`src/rtl/ccff_pkg.sv`:
```
// Shared types for the configuration-chain programmer.
// FSM state encoding and a constant log2 helper.
package ccff_pkg;

    typedef enum logic [2:0] {
        IDLE,
        FLUSH,
        MARK,
        LOAD,
        DONE
    } ccff_state_e;

    function automatic int clog2(input int value);
        int r;
        r = 0;
        for (int i = 0; i < 31; i++) begin
            if ((1 << i) < value) r = i + 1;
        end
        return r;
    endfunction

endpackage

```
`src/rtl/ccff_word_serializer.sv`:
```
// One-entry bitstream word buffer, LSB-first.
// An empty buffer can pass the incoming word's bit 0 straight through.
module ccff_word_serializer
    import ccff_pkg::*;
#(
    parameter int WORD_W = 8
) (
    input  logic              clk,
    input  logic              rst,
    input  logic              accept_en,
    input  logic              consume,
    input  logic              last,
    input  logic              word_valid,
    input  logic [WORD_W-1:0] word_data,
    output logic              word_ready,
    output logic              bit_avail,
    output logic              bit_out
);

    localparam int IDX_W = (WORD_W > 1) ? clog2(WORD_W) : 1;
    localparam logic [IDX_W-1:0] IDX_LAST = IDX_W'(WORD_W - 1);
    localparam logic [IDX_W-1:0] IDX_NEXT = (WORD_W > 1) ? IDX_W'(1) : IDX_W'(0);
    localparam logic WRAPS_NOW = (WORD_W == 1);

    logic [WORD_W-1:0] buf_q;
    logic [IDX_W-1:0]  idx_q;
    logic              full_q;

    assign word_ready = accept_en & ~full_q;
    assign bit_avail  = full_q | (word_valid & word_ready);
    assign bit_out    = full_q ? buf_q[idx_q] : word_data[0];

    // Buffer fill, bit stepping and release after the top bit or final shift
    always_ff @(posedge clk or posedge rst) begin
        if (rst) begin
            buf_q  <= '0;
            idx_q  <= '0;
            full_q <= 1'b0;
        end else if (consume) begin
            if (last) begin
                full_q <= 1'b0;
                idx_q  <= '0;
            end else if (full_q) begin
                if (idx_q == IDX_LAST) begin
                    full_q <= 1'b0;
                    idx_q  <= '0;
                end else begin
                    idx_q <= idx_q + 1'b1;
                end
            end else begin
                buf_q  <= word_data;
                full_q <= ~WRAPS_NOW;
                idx_q  <= IDX_NEXT;
            end
        end else if (word_valid && word_ready) begin
            buf_q  <= word_data;
            full_q <= 1'b1;
            idx_q  <= '0;
        end
    end

endmodule

```
`src/rtl/ccff_chain_programmer.sv`:
```
// Serial write driver for the ccff configuration chain.
// Flushes, shifts a marker, loads data and checks chain length at the tail.
module ccff_chain_programmer
    import ccff_pkg::*;
#(
    parameter int CHAIN_LEN = 30,
    parameter int WORD_W    = 8,
    parameter int FLUSH_EN  = 1
) (
    input  logic              prog_clk,
    input  logic              pReset,
    input  logic              start,
    input  logic              word_valid,
    input  logic [WORD_W-1:0] word_data,
    output logic              word_ready,
    output logic              ccff_head,
    output logic              ccff_clk_en,
    input  logic              ccff_tail,
    output logic              busy,
    output logic              done,
    output logic              chain_ok
);

    localparam int CNT_W = clog2(CHAIN_LEN + 2);
    localparam logic [CNT_W-1:0] K_LAST  = CNT_W'(CHAIN_LEN + 1);
    localparam logic [CNT_W-1:0] K_HI    = CNT_W'(CHAIN_LEN);
    localparam logic [CNT_W-1:0] FL_END  = CNT_W'(CHAIN_LEN - 1);
    localparam logic [CNT_W-1:0] K_TWO   = CNT_W'(2);
    localparam logic             DO_FL   = (FLUSH_EN != 0);

    ccff_state_e state_q, state_d;

    logic [CNT_W-1:0] cnt_q;
    logic [CNT_W-1:0] k_q;
    logic [CNT_W-1:0] k_issue;
    logic             clk_en_q;
    logic             head_q;
    logic             fail_q;
    logic             ok_q;
    logic             rst_dly_q;

    logic start_ok;
    logic draining;
    logic issue;
    logic issue_bit;
    logic accept_en;
    logic consume;
    logic last_shift;
    logic viol;
    logic fail_d;
    logic ser_avail;
    logic ser_bit;

    assign start_ok   = start & ~rst_dly_q;
    assign draining   = (state_q == LOAD) && (cnt_q == K_LAST);
    assign last_shift = consume && (cnt_q == K_HI);

    ccff_word_serializer #(
        .WORD_W(WORD_W)
    ) u_ser (
        .clk        (prog_clk),
        .rst        (pReset),
        .accept_en  (accept_en),
        .consume    (consume),
        .last       (last_shift),
        .word_valid (word_valid),
        .word_data  (word_data),
        .word_ready (word_ready),
        .bit_avail  (ser_avail),
        .bit_out    (ser_bit)
    );

    // State register
    always_ff @(posedge prog_clk or posedge pReset) begin
        if (pReset) state_q <= IDLE;
        else        state_q <= state_d;
    end

    // Next-state decode
    always_comb begin
        state_d = state_q;
        unique case (state_q)
            IDLE:    if (start_ok) state_d = DO_FL ? FLUSH : MARK;
            FLUSH:   if (cnt_q == FL_END) state_d = MARK;
            MARK:    state_d = LOAD;
            LOAD:    if (draining) state_d = DONE;
            DONE:    state_d = IDLE;
            default: state_d = IDLE;
        endcase
    end

    // Per-state shift issue, word acceptance and status decode
    always_comb begin
        issue     = 1'b0;
        issue_bit = 1'b0;
        k_issue   = '0;
        accept_en = 1'b0;
        consume   = 1'b0;
        busy      = 1'b0;
        done      = 1'b0;
        unique case (state_q)
            FLUSH: begin
                issue     = 1'b1;
                accept_en = 1'b1;
                busy      = 1'b1;
            end
            MARK: begin
                issue     = 1'b1;
                issue_bit = 1'b1;
                k_issue   = CNT_W'(1);
                accept_en = 1'b1;
                busy      = 1'b1;
            end
            LOAD: begin
                busy      = 1'b1;
                accept_en = ~draining;
                consume   = ~draining & ser_avail;
                issue     = consume;
                issue_bit = ser_bit;
                k_issue   = cnt_q + 1'b1;
            end
            DONE: begin
                done = 1'b1;
            end
            default: begin
            end
        endcase
    end

    // Tail check on each presented shift; k=0 marks flush shifts
    always_comb begin
        viol = 1'b0;
        if (clk_en_q) begin
            if (k_q == K_LAST && !ccff_tail) viol = 1'b1;
            if (DO_FL && k_q >= K_TWO && k_q <= K_HI && ccff_tail) viol = 1'b1;
        end
        fail_d = fail_q | viol;
    end

    // Shift counter, registered chain drive and pass/fail latch
    always_ff @(posedge prog_clk or posedge pReset) begin
        if (pReset) begin
            cnt_q     <= '0;
            k_q       <= '0;
            clk_en_q  <= 1'b0;
            head_q    <= 1'b0;
            fail_q    <= 1'b0;
            ok_q      <= 1'b0;
            rst_dly_q <= 1'b1;
        end else begin
            rst_dly_q <= 1'b0;
            clk_en_q  <= issue;
            if (issue) begin
                head_q <= issue_bit;
                k_q    <= k_issue;
            end
            if (state_q == FLUSH) begin
                cnt_q <= (cnt_q == FL_END) ? '0 : cnt_q + 1'b1;
            end else if (state_q == MARK) begin
                cnt_q <= CNT_W'(1);
            end else if (consume) begin
                cnt_q <= cnt_q + 1'b1;
            end else if (state_q == DONE) begin
                cnt_q <= '0;
            end
            if (state_q == IDLE && start_ok) begin
                fail_q <= 1'b0;
                ok_q   <= 1'b0;
            end else begin
                fail_q <= fail_d;
                if (draining) ok_q <= ~fail_d;
            end
        end
    end

    assign ccff_head   = head_q;
    assign ccff_clk_en = clk_en_q;
    assign chain_ok    = ok_q;

endmodule

```
`config.mk`:
```
export PLATFORM = sky130hd
export DESIGN_NAME = ccff_chain_programmer
export DESIGN_NICKNAME = d
export VERILOG_FILES = /design/src/rtl/ccff_pkg.sv /design/src/rtl/ccff_word_serializer.sv /design/src/rtl/ccff_chain_programmer.sv
export SDC_FILE = /design/constraint.sdc
export NUM_CORES = 1
export LEC_CHECK = 0
export ABC_CLOCK_PERIOD_IN_PS = 4900
export BUFFER_PORTS_ARGS = -buffer_cell sky130_fd_sc_hd__buf_4
export CORE_MARGIN = 2
export CORE_UTILIZATION = 41
export CTS_CLUSTER_DIAMETER = 40
export DETAILED_ROUTE_END_ITERATION = 6
export PLACE_DENSITY = 0.7
export SLEW_MARGIN = 20
export SYNTH_ARGS = -nofsm -noshare
export SYNTH_HDL_FRONTEND = slang
export SYNTH_HIERARCHICAL = 1
export SYNTH_SLANG_ARGS = --single-unit
```
`constraint.sdc`:
```
create_clock -name prog_clk -period 4.9 [get_ports prog_clk]
set_clock_uncertainty 0.1 [all_clocks]
set_input_delay 0.49 -clock prog_clk [delete_from_list [all_inputs] [get_ports prog_clk]]
set_output_delay 0.49 -clock prog_clk [all_outputs]
set_load 0.02 [all_outputs]
```
==> summary.md <==
| Metric | Value |
|---|---|
| Initial core utilization | `between 40% and 50%` |
| First-pass GRT wire length | `between 5000 and 6000 microns` |
| Critical path startpoint category | `register` |
| Share of layout cells above drive strength 1 | `around 25%` |
| Final Max Tran Viols | `0` |
| Hold/Removal Path Class | `primary input to async pin` |
| Syn_nets | `between 150 and 200` |
| Post-synth top flop | `dfrtp_1` |
| Status | `finished, final reports clean` |
| TritonCTS clock tree | `yes` |
| Row cnt | `23` |
| Max_slew headroom | `between 50% and 60%` |
| Sequential fraction of the synthesis area | `a little over two fifths` |
| Async S/R FF share, synth | `between 90% and 100%` |
| Critical path's top delay family | `simple AND/OR/NAND/NOR gates` |
| Routed WL | `between 3000 and 4000 microns` |
| Max-cap violations | `0` |
| Post-CTS Setup Inserts | `0` |
| Latest clock arrival within the worst-skew pair | `between 0.2 and 0.3 ns` |
| Xor/xnor share of the synthesized area | `about 1.0%` |
| Area growth, synth to finish | `13.26%` |
| CP peak stage delay | `0.45 ns` |
| Post-synthesis adder-cell area fraction | `roughly 4.4%` |
| Final hold violation count | `0` |
| Antenna cells | `0` |
| CTS resizes | `0` |
| RePlAce Congestion | `0.7833` |
| Lkg Pwr | `slightly above 0.9 nW` |
| Worst endpoint required time | `between 4 and 5 ns` |
| Most common cell in the netlist | `dfrtp_1` |
| Worst path slowest cell | `dfrtp_1` |
| Total gr overflow | `0` |
| Die Span Y | `68.73 microns` |
| Most frequent cells after synthesis | `dfrtp_1, inv_1, nand2_1, a21oi_1, mux2_4` |
| Vias post-DR | `1253` |
| Clock Tree Buf Depth | `2` |
| Post-Syn Area | `~0.0017 sq mm` |
| Final net count | `204` |
| CTS buffer count | `5` |
| Antenna violations before repair | `0` |
| Yosys top cell by area | `dfrtp_1` |
| Crit. End Element | `register` |
| Largest net degree at the start of global routing | `19` |
| Largest family of logic cells by synthesized area | `simple AND/OR/NAND/NOR gates` |
| Dpl hpwl | `around 2300 microns` |
| Mux contribution to synthesized area | `around a tenth` |
| Post-DP Area | `~0.0019 sq mm` |
| DR WL/cell | `13.25 microns` |
| Tmin final | `roughly 3.6 ns` |
| Root buf cell | `clkbuf_8` |
| Drt drc | `0` |
| Setup TNS Final | `0 ns` |
| Simple-Gate Fraction of Synth Area | `~16%` |
| Cells after Synth | `167` |
| Period utilization | `between 70 and 80%` |
| Post-synth EDFFs | `0` |
| Yosys top cell area share | `a little over two fifths` |
| Worst-Margin Slew | `a little under 0.7 ns` |
| Final instance area | `0.001946 sq mm` |
| Width of the die | `68.73 microns` |
| Top cells by area, synth | `dfrtp_1, mux2_4, ha_1` |
| Clock sinks | `30` |
| H-tree lvl count | `2` |
| Yosys warns | `6` |
| Kind of critical path | `register to register` |
| TritonRoute pass-1 iters | `4` |
| Final setup margin | `roughly 1.3 ns` |
| Initial DRC count | `between 70 and 80` |
| Crit path cell chain | `ha_1 -> and3_1 -> ha_1 -> and3_1 -> nor3_1 -> nand2_1 -> nand2_1 -> nand2b_1 -> or2_4 -> nor2_1 -> and2b_1 -> o21a_1 -> mux2_4` |
| Core ar. | `approximately 0.004 sq mm` |
| Worst EP arrival | `3.66 ns` |
| Number of fill cells | `~410` |
| Clk slew on worst S/H paths | `0.06 ns` |
| Unrepaired setup endpoints after global routing | `false` |
| PD cells | `550.4 mW/mm^2` |
| Maximum clock rate | `~280 MHz` |
| Register bit count reported by yosys | `30` |
| Vias in the first global route | `1242` |
| Die area | `about 0.0047 sq mm` |
| Worst Path Buf+Inv | `0` |
| Synth Area in Compound Gates | `roughly 16%` |
| # setup viols final | `0` |
| Worst slack, placed | `between 1 and 1.5 ns` |
| CTS Hold Bufs | `0` |
| Worst VDD drop | `approximately 0.27 mV` |
| I/O pin count | `19` |
| Worst Path Max Fanout | `11` |
| Vias/cell | `between 5 and 6` |
| Post-synth cell types | `48` |
| Avg Inst Size Synth | `10.29 sq um` |
| Total GRT Usage | `around 16%` |
| Post-route ant nets | `0` |
| IO Port Bufs | `18` |
-- sequential cells by signal, indices dropped and copies added (netlist names), 3 cells and up --
signal / cells
k_q: 5
state_q: 3
u_ser/buf_q: 8
cnt_q: 5
u_ser/idx_q: 3
-- path summary, 6_finish.rpt --
| path | from | to | slack, ns | cells after the start |
|---|---|---|---|---|
| setup reg to reg | cnt_q[0] | u_ser/buf_q[5] | 1.32 | 13 |
| max in group asynchronous | pReset | ccff_head | 4.06 | 2 |
| hold reg to reg | u_ser/buf_q[3] | u_ser/buf_q[3] | 0.41 | 1 |
| setup / recovery | cnt_q[0] | u_ser/buf_q[5] | 1.32 | 13 |
| hold / removal | pReset | u_ser/buf_q[1] | 0.11 | 2 |
| min in group prog_clk | word_data[7] | u_ser/buf_q[7] | 0.33 | 2 |
-- cells by family (layout without fill, tap and decap cells) --
logic type / Yosys count / after routing
other: 1 / 1
buffers and inverters: 26 / 45
multiplexers: 13 / 13
AO/OA/AOI/OAI: 41 / 41
adder cells (fa/ha/maj): 6 / 6
AND/OR/NAND/NOR: 48 / 48
XOR/XNOR: 2 / 2
flip-flops: 30 / 30
-- cell type report --
| class | count | area [sq um] | share of cell area, % |
|---|---|---|---|
| Multi-Input combinational cell | 111 | 832.0 | 42.77 |
| Tap cell | 50 | 62.56 | 3.215 |
| Sequential cell | 30 | 752.0 | 38.65 |
| Clock buffer | 7 | 86.33 | 4.437 |
| Timing Repair Buffer | 18 | 135.1 | 6.945 |
| Inverter | 19 | 72.57 | 3.730 |
| Clock inverter | 1 | 5.005 | 0.2572 |
-- where the power goes --
group	internal (mW)	switching (mW)	leakage (nW)
combinational	0.239	0.193	0.501
clock	0.113	0.0912	0.0482
sequential	0.335	0.0991	0.365
-- placed cells by master (no fill, tap or decap), drive strengths merged, types with 3 or more instances in the layout --
| master | count |
|---|---|
| dfrtp | 29 |
| buf | 18 |
| inv | 18 |
| nand2 | 12 |
| a21oi | 9 |
| mux2 | 8 |
| o21ai | 8 |
| clkbuf | 7 |
| o22ai | 6 |
| ha | 6 |
| nor3 | 5 |
| nand3 | 4 |
| nor2 | 4 |
| a22o | 4 |
| mux2i | 4 |
| nand2b | 3 |
| and3 | 3 |
| a21o | 3 |
| or2 | 3 |
-- metrics by stage --
stage	total power [mW]	cells	hold WS, ns	util [%]
floorplan	0.8034	167	0.2547	-
finish	1.071	236	0.1099	48.29
CTS	1.080	236	0.1226	48.29
detailed placement	0.8696	228	0.3994	46.02
global placement	0.8649	228	0.3998	46.02
global route	1.159	236	0.1563	48.29
-- routing by layer --
metal  up-vias  track usage (%)  part of all wire [%]
li1        620                -                     -
met1       599            18.35                    45
met2        26            26.68                    48
met3         8            4.383                   4.3
met4         0            9.559                   2.7
met5         -                0                     0
No activity file was read; power rests on OpenSTA's default activity.
